`src/rtl/lc3_fetch_prefetch.sv`:
```
`default_nettype none
// ============================================================================
// Module      : lc3_fetch_prefetch
// Description : LC3 fetch stage with a prefetch FIFO. Issues instruction
//               memory reads, tags each read with its address, buffers the
//               returned words, and presents {instr, pc, npc} to decode over
//               valid/ready. A branch redirect clears the FIFO and discards
//               the reads that are still in flight when it arrives.
//               Optional macro LC3_FETCH_STATS_EN adds the stat_fetched and
//               stat_flushed counters.
// Revision    : 1.0 - initial release
// ============================================================================
module lc3_fetch_prefetch #(
  parameter int                ADDR_W    = 16,
  parameter int                INSTR_W   = 16,
  parameter int                DEPTH     = 4,
  parameter int                MAX_OUTST = 2,
  parameter logic [ADDR_W-1:0] RESET_PC  = 16'h3000
) (
  input  logic               clock,
  input  logic               reset,
  input  logic               enable_fetch,
  input  logic               br_taken,
  input  logic [ADDR_W-1:0]  taddr,
  output logic               imem_rd,
  output logic [ADDR_W-1:0]  imem_addr,
  input  logic               imem_ready,
  input  logic               imem_rvalid,
  input  logic [INSTR_W-1:0] imem_rdata,
  output logic               dout_valid,
  input  logic               dout_ready,
  output logic [INSTR_W-1:0] dout_instr,
  output logic [ADDR_W-1:0]  dout_pc,
  output logic [ADDR_W-1:0]  dout_npc
`ifdef LC3_FETCH_STATS_EN
  ,
  output logic [31:0]        stat_fetched,
  output logic [31:0]        stat_flushed
`endif
);

  localparam int              PTR_W       = (DEPTH > 1) ? $clog2(DEPTH) : 1;
  localparam int              CNT_W       = $clog2(DEPTH + 1);
  localparam logic [CNT_W:0]  DEPTH_C     = (CNT_W + 1)'(DEPTH);
  localparam logic [CNT_W-1:0] MAX_OUTST_C = CNT_W'(MAX_OUTST);

  typedef enum logic [0:0] {
    FETCH = 1'b0,
    FLUSH = 1'b1
  } state_t;

  state_t state, state_nx;

  logic [ADDR_W-1:0]  pc;
  logic [CNT_W-1:0]   outst;
  logic [CNT_W-1:0]   drop_cnt, drop_cnt_nx;
  logic [CNT_W-1:0]   inflight_left;

  // Address tags of reads in flight, popped in order as responses return.
  logic [ADDR_W-1:0]  tag_q [DEPTH];
  logic [PTR_W-1:0]   tag_wr, tag_rd;

  // Prefetch FIFO storage.
  logic [INSTR_W-1:0] fifo_instr [DEPTH];
  logic [ADDR_W-1:0]  fifo_pc    [DEPTH];
  logic [PTR_W-1:0]   fifo_wr, fifo_rd;
  logic [CNT_W-1:0]   fifo_count;

  logic               req_acc, rsp_take, rsp_drop, push, pop;
  logic [PTR_W-1:0]   rd_nx;
  logic [CNT_W-1:0]   remain;
  logic               head_valid_nx;
  logic [INSTR_W-1:0] head_instr_nx;
  logic [ADDR_W-1:0]  head_pc_nx;

  // A response with nothing outstanding is a protocol error and is ignored.
  assign rsp_take      = imem_rvalid & (outst != '0);
  // Words landing on a redirect, or while stale reads remain, are discarded.
  assign rsp_drop      = rsp_take & (br_taken | (drop_cnt != '0));
  assign push          = rsp_take & ~rsp_drop;
  assign pop           = dout_valid & dout_ready;
  assign req_acc       = imem_rd & imem_ready;
  assign inflight_left = outst - CNT_W'(rsp_take);
  assign imem_addr     = pc;

  // State register.
  always_ff @(posedge clock or posedge reset) begin
    if (reset) begin
      state    <= FETCH;
      drop_cnt <= '0;
    end else begin
      state    <= state_nx;
      drop_cnt <= drop_cnt_nx;
    end
  end

  // Next-state, drop counter and read-request issue.
  always_comb begin
    state_nx    = state;
    drop_cnt_nx = drop_cnt;
    imem_rd     = 1'b0;
    case (state)
      FETCH: begin
        // Credit check keeps buffered plus in-flight words within the FIFO.
        imem_rd = ~reset & enable_fetch & ~br_taken & (outst < MAX_OUTST_C) &
                  (({1'b0, fifo_count} + {1'b0, outst}) < DEPTH_C);
        if (br_taken && inflight_left != '0) begin
          state_nx    = FLUSH;
          drop_cnt_nx = inflight_left;
        end
      end
      FLUSH: begin
        if (br_taken)
          drop_cnt_nx = inflight_left;
        else if (rsp_take && drop_cnt != '0)
          drop_cnt_nx = drop_cnt - CNT_W'(1);
        if (drop_cnt_nx == '0)
          state_nx = FETCH;
      end
      default: state_nx = FETCH;
    endcase
  end

  // Next FIFO head: surviving entry after a pop, else the word arriving now.
  always_comb begin
    rd_nx         = fifo_rd + PTR_W'(pop);
    remain        = fifo_count - CNT_W'(pop);
    head_valid_nx = 1'b0;
    head_instr_nx = '0;
    head_pc_nx    = '0;
    if (remain != '0) begin
      head_valid_nx = 1'b1;
      head_instr_nx = fifo_instr[rd_nx];
      head_pc_nx    = fifo_pc[rd_nx];
    end else if (push) begin
      head_valid_nx = 1'b1;
      head_instr_nx = imem_rdata;
      head_pc_nx    = tag_q[tag_rd];
    end
  end

  // PC, outstanding count, tag pointers, FIFO pointers and output registers.
  always_ff @(posedge clock or posedge reset) begin
    if (reset) begin
      pc         <= RESET_PC;
      outst      <= '0;
      tag_wr     <= '0;
      tag_rd     <= '0;
      fifo_wr    <= '0;
      fifo_rd    <= '0;
      fifo_count <= '0;
      dout_valid <= 1'b0;
      dout_instr <= '0;
      dout_pc    <= '0;
      dout_npc   <= '0;
    end else begin
      if (br_taken)
        pc <= taddr;
      else if (req_acc)
        pc <= pc + ADDR_W'(1);

      case ({req_acc, rsp_take})
        2'b10:   outst <= outst + CNT_W'(1);
        2'b01:   outst <= outst - CNT_W'(1);
        default: outst <= outst;
      endcase

      if (req_acc)
        tag_wr <= tag_wr + PTR_W'(1);
      if (rsp_take)
        tag_rd <= tag_rd + PTR_W'(1);

      if (br_taken) begin
        fifo_wr    <= '0;
        fifo_rd    <= '0;
        fifo_count <= '0;
        dout_valid <= 1'b0;
        dout_instr <= '0;
        dout_pc    <= '0;
        dout_npc   <= '0;
      end else begin
        fifo_wr    <= fifo_wr + PTR_W'(push);
        fifo_rd    <= rd_nx;
        fifo_count <= remain + CNT_W'(push);
        dout_valid <= head_valid_nx;
        dout_instr <= head_instr_nx;
        dout_pc    <= head_pc_nx;
        dout_npc   <= head_valid_nx ? head_pc_nx + ADDR_W'(1) : '0;
      end
    end
  end

  // Storage arrays: only written slots are ever read, so no reset is needed.
  always_ff @(posedge clock) begin
    if (req_acc)
      tag_q[tag_wr] <= pc;
    if (push) begin
      fifo_instr[fifo_wr] <= imem_rdata;
      fifo_pc[fifo_wr]    <= tag_q[tag_rd];
    end
  end

`ifdef LC3_FETCH_STATS_EN
  logic [32:0] fetched_sum, flushed_sum;
  logic [31:0] flushed_inc;

  // Discarded responses plus FIFO entries wiped by a redirect (a popped head
  // was consumed, not flushed).
  always_comb begin
    flushed_inc = 32'(rsp_drop);
    if (br_taken)
      flushed_inc = flushed_inc + 32'(remain);
    fetched_sum = {1'b0, stat_fetched} + 33'(push);
    flushed_sum = {1'b0, stat_flushed} + {1'b0, flushed_inc};
  end

  // Saturating statistics counters.
  always_ff @(posedge clock or posedge reset) begin
    if (reset) begin
      stat_fetched <= '0;
      stat_flushed <= '0;
    end else begin
      stat_fetched <= fetched_sum[32] ? '1 : fetched_sum[31:0];
      stat_flushed <= flushed_sum[32] ? '1 : flushed_sum[31:0];
    end
  end
`endif

  // Responses arriving with nothing outstanding are a protocol error.
  stray_rvalid_c: cover property (@(posedge clock) disable iff (reset)
                                  (imem_rvalid && outst == '0));

endmodule
`default_nettype wire

```
`config.mk`:
```
export PLATFORM = sky130hd
export DESIGN_NAME = lc3_fetch_prefetch
export DESIGN_NICKNAME = d
export VERILOG_FILES = /design/src/rtl/lc3_fetch_prefetch.sv
export SDC_FILE = /design/constraint.sdc
export NUM_CORES = 1
export LEC_CHECK = 0
export BUFFER_PORTS_ARGS = -buffer_cell sky130_fd_sc_hd__buf_2
export CORE_ASPECT_RATIO = 1.2
export CORE_MARGIN = 10
export CORE_UTILIZATION = 48
export DETAILED_ROUTE_END_ITERATION = 10
export GPL_TIMING_DRIVEN = 0
export PLACE_DENSITY = 0.76
export SETUP_SLACK_MARGIN = 0.05
export SLEW_MARGIN = 20
export SYNTH_ARGS = -nofsm -noshare
export SYNTH_HDL_FRONTEND = slang
export SYNTH_SLANG_ARGS = --single-unit
```
`constraint.sdc`:
```
create_clock -name clock -period 5.15 [get_ports clock]
set_input_delay 0.515 -clock clock [delete_from_list [all_inputs] [get_ports clock]]
set_output_delay 0.515 -clock clock [all_outputs]
set_load 0.02 [all_outputs]
```
==> metrics.cfg, run 1 <==
[place]
dp.final_hpwl_um=15790
detailedPlace.worstSlack_ps=694.4
place_congestion=0.7832
dp.cells=1056
port_buffers=104

[clock_tree]
hold_buffer_count_at_cts=0
worstSkewPairLatency_ps=530
cts-buffers-inserted=26
clk_path_buf_depth=3
post_cts_resize_count=0
cts_setup_buffers=0
cts_root_buf=sky130_fd_sc_hd__clkbuf_16
cts_max_level=1
cts_clk_pin_slew_worst_paths_ps=60
numClockSinks=275
tritoncts_clock_tree=yes

[outcome]
status=completed

[worst_setup_path]
worstPathRequired_ps=5580
critPathMaxFanout=10
crit_type=reg -> reg
reg2reg_from=dout_valid
critPathLaunchType=flop
setup.reg_to_reg.worst_slack_ps=870
endpoint_kind=flop
number_of_cell_instances_on_the_worst_register_to_register_path=15
worstReg2RegEnd=dout_npc[14]
critical_path_arrival_ps=4710

[yosys]
synth.distinct_cells=52
synth.top_cells.by_area=sky130_fd_sc_hd__edfxtp_1 (52%), sky130_fd_sc_hd__dfrtp_1 (18%), sky130_fd_sc_hd__mux4_2 (9.8%)
ys_seq_elements=275
synth_edf_count=192
post_synth.cell_area_avg_um2=16.65
synth_async_sr_flop_share_pct=30.18
synth_top_area_share_pct=52.32
synth.net_count=721
netlist_area_um2=11020
ys.warnings.count=0
syn_inst=662
synth_sequential_area_ratio_pct=71.19
synth_area_leader_cell=sky130_fd_sc_hd__edfxtp_1
synth-main-ff-cell=sky130_fd_sc_hd__edfxtp_1

[timing]
fin_ws_ps=874.0
timing_worst_slew_pin_value_ps=869.1
setup_repair_after_global_routing_missed_its_margin=no
clock-skew-final_ps=14.28
setup_tns_ps=0
fmax_ghz=0.2339
setup_viol=0
relSlewSlack_pct=42.06
timing.final.hold_violations=0
final.min_clock_period_ps=4276
maxSlewViolCount=0
period_share_pct=83.03

[drt]
dr_total_vias=6146
highest_layer=met4
drt_first_iter_violations=368
route.detailed.drc=0
finalWirelength_um=22980
route.met3.wl_um=1476
routedLengthMet1_um=9615
drt_pre_antenna_iters=5
postRouteAntennaNets=0
detail_route.vias_per_cell=5.562
routedWlPerCell_um=20.80
routed-wl-met2_um=11450

[power_and_ir_drop]
p_int_uw=4585
vdd.ir_drop.worst_mv=0.3319
p_per_area_nw_per_um2=535.4
post-layout-total-power_uw=6902
power_share_of_the_clock_group_pct=26.7
switching_share_of_total_power_pct=33.57
power_frac_seq_pct=41.1
switchingPower_uw=2317
pwr-share-comb_pct=32.2
leakagePower_uw=0.005014

[global_routing]
initial_antenna_violation_count=2
maximum_number_of_pins_on_one_net_before_global_route_repair=50
grt_pass1_wl_um=35910
grt_util_overall_pct=15.59
globalRouteOverflowTotal=0
first_global_vias=6491

[floorplanning]
die-width_um=158.3
die-area_um2=29440
io_pins=105
placementRows=60
coreArea_um2=22520
start_util_pct=48.93
chipHeight_um=186.0

[cells_and_area]
final_util_pct=57.24
fillerInstances=1743
design.final.nets=864
flow.area_growth_from_synthesis_pct=16.99
final_common_cell=sky130_fd_sc_hd__edfxtp_1
drive_above_1_share_pct=28.76
layout_common_cells=sky130_fd_sc_hd__edfxtp_1 (192), sky130_fd_sc_hd__buf_2 (112), sky130_fd_sc_hd__dfrtp_1 (81), sky130_fd_sc_hd__nand2_1 (57), sky130_fd_sc_hd__mux4_2 (48)
fin_cells=1105

[worst_hold_path]
hold_path_class=in -> async

[flow_run]
cap_violations=0

[worst max-delay path by stage]
| stage | to | slack (ps) | from | depth (start not counted) |
|---|---|---|---|---|
| after global routing | dout_npc[8] | 550 | dout_valid | 15 |
| after floorplan | fifo_instr[1][0] | 910 | drop_cnt[0] | 5 |
| after CTS | dout_npc[8] | 890 | dout_valid | 15 |
| after global placement | fifo_pc[1][9] | -790 | drop_cnt[0] | 5 |
| final | dout_npc[14] | 870 | dout_valid | 15 |
| after detailed placement | dout_npc[8] | 690 | dout_ready | 16 |
[flip-flops by register name, summed over array words and instances (netlist names)]
register	flops
dout_pc	16
fifo_pc	64
fifo_rd	2
outst	3
fifo_instr	64
tag_wr	2
state	1
tag_q	64
dout_instr	16
fifo_count	3
tag_rd	2
dout_npc	16
drop_cnt	3
imem_addr	16
dout_valid	1
fifo_wr	2
[cell families (layout without fill, tap and decap cells)]
kind of cell	count (synthesis)	count (layout)	share of synthesized area [%]
AND/OR/NAND/NOR	165	165	7.449
XOR/XNOR	29	29	2.305
multiplexers	51	51	10.11
flip-flops	275	275	71.19
adder cells (fa/ha/maj)	20	20	2.339
other	0	2	0
AO/OA/AOI/OAI	74	74	4.781
buffers and inverters	48	210	1.828
[cells in the mapped netlist, types with 2 or more instances]
cell and n:
sky130_fd_sc_hd__edfxtp_1 192, sky130_fd_sc_hd__dfrtp_1 81, sky130_fd_sc_hd__nand2_1 57, sky130_fd_sc_hd__mux4_2 48, sky130_fd_sc_hd__nor2_1 41, sky130_fd_sc_hd__a21oi_1 20, sky130_fd_sc_hd__inv_1 20, sky130_fd_sc_hd__ha_1 19
sky130_fd_sc_hd__o21ai_0 17, sky130_fd_sc_hd__a22oi_1 15, sky130_fd_sc_hd__and3_1 15, sky130_fd_sc_hd__clkbuf_1 15, sky130_fd_sc_hd__xor2_1 15, sky130_fd_sc_hd__xnor2_1 14, sky130_fd_sc_hd__nand3_1 13, sky130_fd_sc_hd__buf_2 8
sky130_fd_sc_hd__nor3_1 8, sky130_fd_sc_hd__a221o_1 5, sky130_fd_sc_hd__nor2b_1 5, sky130_fd_sc_hd__nor3b_1 5, sky130_fd_sc_hd__and2_1 3, sky130_fd_sc_hd__buf_1 3, sky130_fd_sc_hd__o211ai_1 3, sky130_fd_sc_hd__or2_2 3
sky130_fd_sc_hd__a22oi_2 2, sky130_fd_sc_hd__dfstp_2 2, sky130_fd_sc_hd__mux2_2 2, sky130_fd_sc_hd__nand2b_1 2, sky130_fd_sc_hd__nand4bb_1 2, sky130_fd_sc_hd__nor4_1 2, sky130_fd_sc_hd__nor4_2 2, sky130_fd_sc_hd__o221ai_1 2
sky130_fd_sc_hd__o31a_1 2
[metrics by stage]
stage / hold WS, ps / cell area [um2]
after floorplan: 478.3 / 11020
after global placement: 508.2 / 11890
after detailed placement: 532.9 / 12040
after CTS: 49.01 / 12890
after global routing: 76.65 / 12890
final: 43.12 / 12890
[area by class of cell]
type	instances	area (um2)	share of cell area (%)
Sequential cell	275	7845	60.86
Multi-Input combinational cell	339	2992	23.21
Clock buffer	38	779.5	6.047
Timing Repair Buffer	115	654.4	5.076
Tap cell	279	349.1	2.708
Buffer	28	126.4	0.9803
Inverter	20	77.57	0.6018
Clock inverter	9	62.56	0.4853
Antenna cell	2	5.005	0.03882
[critical path, stage by stage, from the launching register on]
cell and delay [ps]:
sky130_fd_sc_hd__dfrtp_1 360, sky130_fd_sc_hd__and2_1 230, sky130_fd_sc_hd__ha_1 230, sky130_fd_sc_hd__ha_1 190, sky130_fd_sc_hd__xor2_1 390, sky130_fd_sc_hd__or2_2 190
sky130_fd_sc_hd__clkbuf_1 430, sky130_fd_sc_hd__buf_4 300, sky130_fd_sc_hd__a22oi_1 160, sky130_fd_sc_hd__inv_1 110, sky130_fd_sc_hd__ha_1 210, sky130_fd_sc_hd__nand3_1 150
sky130_fd_sc_hd__a2111oi_4 570, sky130_fd_sc_hd__nand2b_1 150, sky130_fd_sc_hd__o31a_1 290, sky130_fd_sc_hd__nor3_1 190
[layer usage]
| metal | vias to the layer above | GRT usage [%] |
|---|---|---|
| met5 | - | 0 |
| met4 | 0 | 4.267 |
| met3 | 33 | 3.048 |
| met2 | 216 | 26.47 |
| met1 | 3091 | 19.98 |
| li1 | 2806 | - |
[power by group through the flow]
| stage | registers [uW] | clock network, uW | logic [uW] |
|---|---|---|---|
| floorplan | 3050 | 0 | 1370 |
| global placement | 2870 | 0 | 2160 |
| global route | 2860 | 1970 | 2440 |
| detailed placement | 2880 | 0 | 2230 |
| finish | 2830 | 1840 | 2220 |
| CTS | 2840 | 1880 | 2250 |
No activity file was read; power rests on OpenSTA's default activity.
==> run 2, diff against run 1 <==
--- a/config.mk
+++ b/config.mk
@@ -11,7 +11,7 @@
 export CORE_UTILIZATION = 48
 export DETAILED_ROUTE_END_ITERATION = 10
 export GPL_TIMING_DRIVEN = 0
-export PLACE_DENSITY = 0.76
+export PLACE_DENSITY = 0.78
 export SETUP_SLACK_MARGIN = 0.05
 export SLEW_MARGIN = 20
 export SYNTH_ARGS = -nofsm -noshare
==> constraint.sdc (replaced) <==
create_clock -name clock -period 3.49 [get_ports clock]
set_input_delay 0.349 -clock clock [delete_from_list [all_inputs] [get_ports clock]]
set_output_delay 0.349 -clock clock [all_outputs]
set_load 0.02 [all_outputs]
==> run 2 against run 1 <==
Against the previous run:
- largest cell class unchanged
- utilization increased by 1.1 points
- sequential share of layout area decreased by 1.2 points
- first-iteration DRC count increased by 30%
- combinational power increased by 56%
- critical endpoint is now dout_npc[8]
==> metrics.cfg, run 2 (synthesis gave the netlist of run 1 again) <==
[clock_tree]
tritoncts_clock_tree=yes
numClockSinks=275  ; unchanged
cts-buffers-inserted=27  ; +3.8%
clk_path_buf_depth=3  ; unchanged
cts_clk_pin_slew_worst_paths_ps=60  ; about the same
worstSkewPairLatency_ps=540  ; about the same
cts_root_buf=sky130_fd_sc_hd__clkbuf_16
cts_max_level=1  ; unchanged

[cells_and_area]
biggestRegsByFlops=fifo_instr (64), fifo_pc (64), tag_q (64)
flow.area_growth_from_synthesis_pct=19.29
multiInputGateArea_um2=3113  ; +4.1%
drive_above_1_share_pct=31.57  ; +2.8 points
layout_common_cells=sky130_fd_sc_hd__edfxtp_1 (192), sky130_fd_sc_hd__buf_2 (110), sky130_fd_sc_hd__dfrtp_1 (80), sky130_fd_sc_hd__nand2_1 (57), sky130_fd_sc_hd__mux4_2 (48)
fillerInstances=1628  ; -6.6%
final_common_cell=sky130_fd_sc_hd__edfxtp_1
insertedDiodeCount=0  ; -2
design.final.nets=871  ; +0.81%
register_area_um2=7846  ; about the same

[worst_setup_path]
worst_path_largest_cell_delay_ps=500  ; -70 ps
worstPathRequired_ps=3900  ; -1680 ps
crit_type=reg -> reg
cp_cell_sequence=and2_4 > ha_4 > ha_4 > xor2_2 > buf_6 > nor4_4 > buf_6 > a22oi_2 > inv_2 > ha_4 > nand3_4 > a2111oi_4 > or3b_1 > xnor2_1 > nor2_1
number_of_cell_instances_on_the_worst_register_to_register_path=15  ; unchanged
endpoint_kind=flop
critPathLaunchType=flop
critPathMostFrequentCell=sky130_fd_sc_hd__ha_4
critPathMaxFanout=4  ; -6
cp_slowest_cell=sky130_fd_sc_hd__a2111oi_4
critical_path_arrival_ps=3740  ; -970 ps

[power_and_ir_drop]
p_per_area_nw_per_um2=799.2  ; +49%
post-layout-total-power_uw=10510  ; +52%
leakagePower_uw=0.005077  ; +1.3%
vdd.ir_drop.worst_mv=0.4428  ; +33%

[timing]
finalHoldWorstSlack_ps=28.77  ; -14.36 ps
clock-skew-final_ps=21.23  ; +6.941 ps
final.min_clock_period_ps=3337  ; -939.3 ps
fmax_ghz=0.2997  ; +28%
timing_worst_slew_pin_value_ps=979.0  ; +109.9 ps
relSlewSlack_pct=34.73  ; -7.3 points
timing.final.hold_violations=0  ; unchanged
setup_viol=0  ; unchanged
setup_repair_after_global_routing_missed_its_margin=yes
maxSlewViolCount=0  ; unchanged
period_share_pct=95.61  ; +13 points

[drt]
dr_total_vias=6133  ; -0.21%
route.detailed.drc=0  ; unchanged
drt_pre_antenna_iters=5  ; unchanged
routedWlPerCell_um=20.53  ; -1.3%
finalWirelength_um=22830  ; -0.67%
drt_first_iter_violations=480  ; +30%
detail_route.vias_per_cell=5.515  ; -0.84%
postRouteAntennaNets=0  ; unchanged

[floorplanning]
chipHeight_um=186.0  ; unchanged
coreArea_um2=22520  ; unchanged
die-area_um2=29440  ; unchanged
start_util_pct=48.93  ; unchanged
placementRows=60  ; unchanged
die-width_um=158.3  ; unchanged
io_pins=105  ; unchanged

[global_routing]
maximum_number_of_pins_on_one_net_before_global_route_repair=55  ; +10%
first_global_vias=6457  ; -0.52%
initial_antenna_violation_count=0  ; -2
grt_pass1_wl_um=36020  ; +0.31%
globalRouteOverflowTotal=0  ; unchanged
grt_util_overall_pct=15.64  ; +0.050 points

[flow_run]
cap_violations=0  ; unchanged

[place]
port_buffers=104  ; unchanged
place_congestion=0.8400  ; +7.3%
dp.final_hpwl_um=15590  ; -1.3%

[outcome]
status=completed

[worst_hold_path]
hold_path_class=in -> reg
number_of_instances_on_the_worst_hold_path=3

run 2: power by group:
| group | switching, uW | internal (uW) | total [uW] |
|---|---|---|---|
| Combinational | 2140 | 1330 | 3470 |
| Sequential | 191 | 4000 | 4190 |
| Clock | 1160 | 1690 | 2840 |
run 2: timing repair:
action / 4_1_cts / 5_1_grt
endpoints found under the setup margin: 33 / 15
pin swaps: 2 / 10
setup buffers: 5 / 6
hold buffers: 1 / 0
endpoints found under the hold margin: 27 / 0
resized for setup: 7 / 12
run 2: layout make-up:
type | count | area share [%]
tap | 279 | 2.656
timing repair buffer | 123 | 5.663
multi-input combinational | 339 | 23.68
clock buffer | 33 | 5.464
sequential | 275 | 59.69
inverter | 20 | 0.5901
buffer | 26 | 0.9899
clock inverter | 17 | 1.266
run 2: worst paths after layout:
kind	startpoint	end	slack (ps)
worst max-delay path	dout_valid	dout_npc[8]	150
worst min-delay path	taddr[6]	imem_addr[6]	30
worst max register to register	dout_valid	dout_npc[8]	150
worst min register to register	drop_cnt[0]	drop_cnt[0]	530
max in group asynchronous	reset	dout_instr[4]	2510
min in group asynchronous	reset	outst[2]	390
run 2: layer usage:
| layer | part of all wire, % | track usage (%) | wire, um | up-vias |
|---|---|---|---|---|
| li1 | - | - | - | 2814 |
| met1 | 42 | 20.23 | 9597 | 3027 |
| met2 | 48 | 26.23 | 11060 | 252 |
| met3 | 7.1 | 3.210 | 1630 | 40 |
| met4 | 2.4 | 4.341 | 541 | 0 |
| met5 | 0 | 0 | 0 | - |
run 2: per-stage QoR:
step	worst slack (ps)	instance area [um2]	cells	util, %	TNS [ps]
detailed placement	-490.4	12100	1052	53.71	-3367
CTS	69.42	13050	1107	57.96	0
finish	153.3	13150	1112	58.37	0
floorplan	56.05	11070	662	-	0
global route	-22.63	13150	1112	58.37	-23.19
global placement	-915.5	11940	1045	53.03	-67000
run 2: worst max-delay path: cells and delay by family, from the launching register on:
| kind | cells | cell delay (ps) |
|---|---|---|
| fa+ha+maj | 3 | 480 |
| xor+xnor | 2 | 290 |
| buf+inv | 3 | 410 |
| simple gates | 5 | 1000 |
| flops | 1 | 400 |
| compound gates | 2 | 610 |
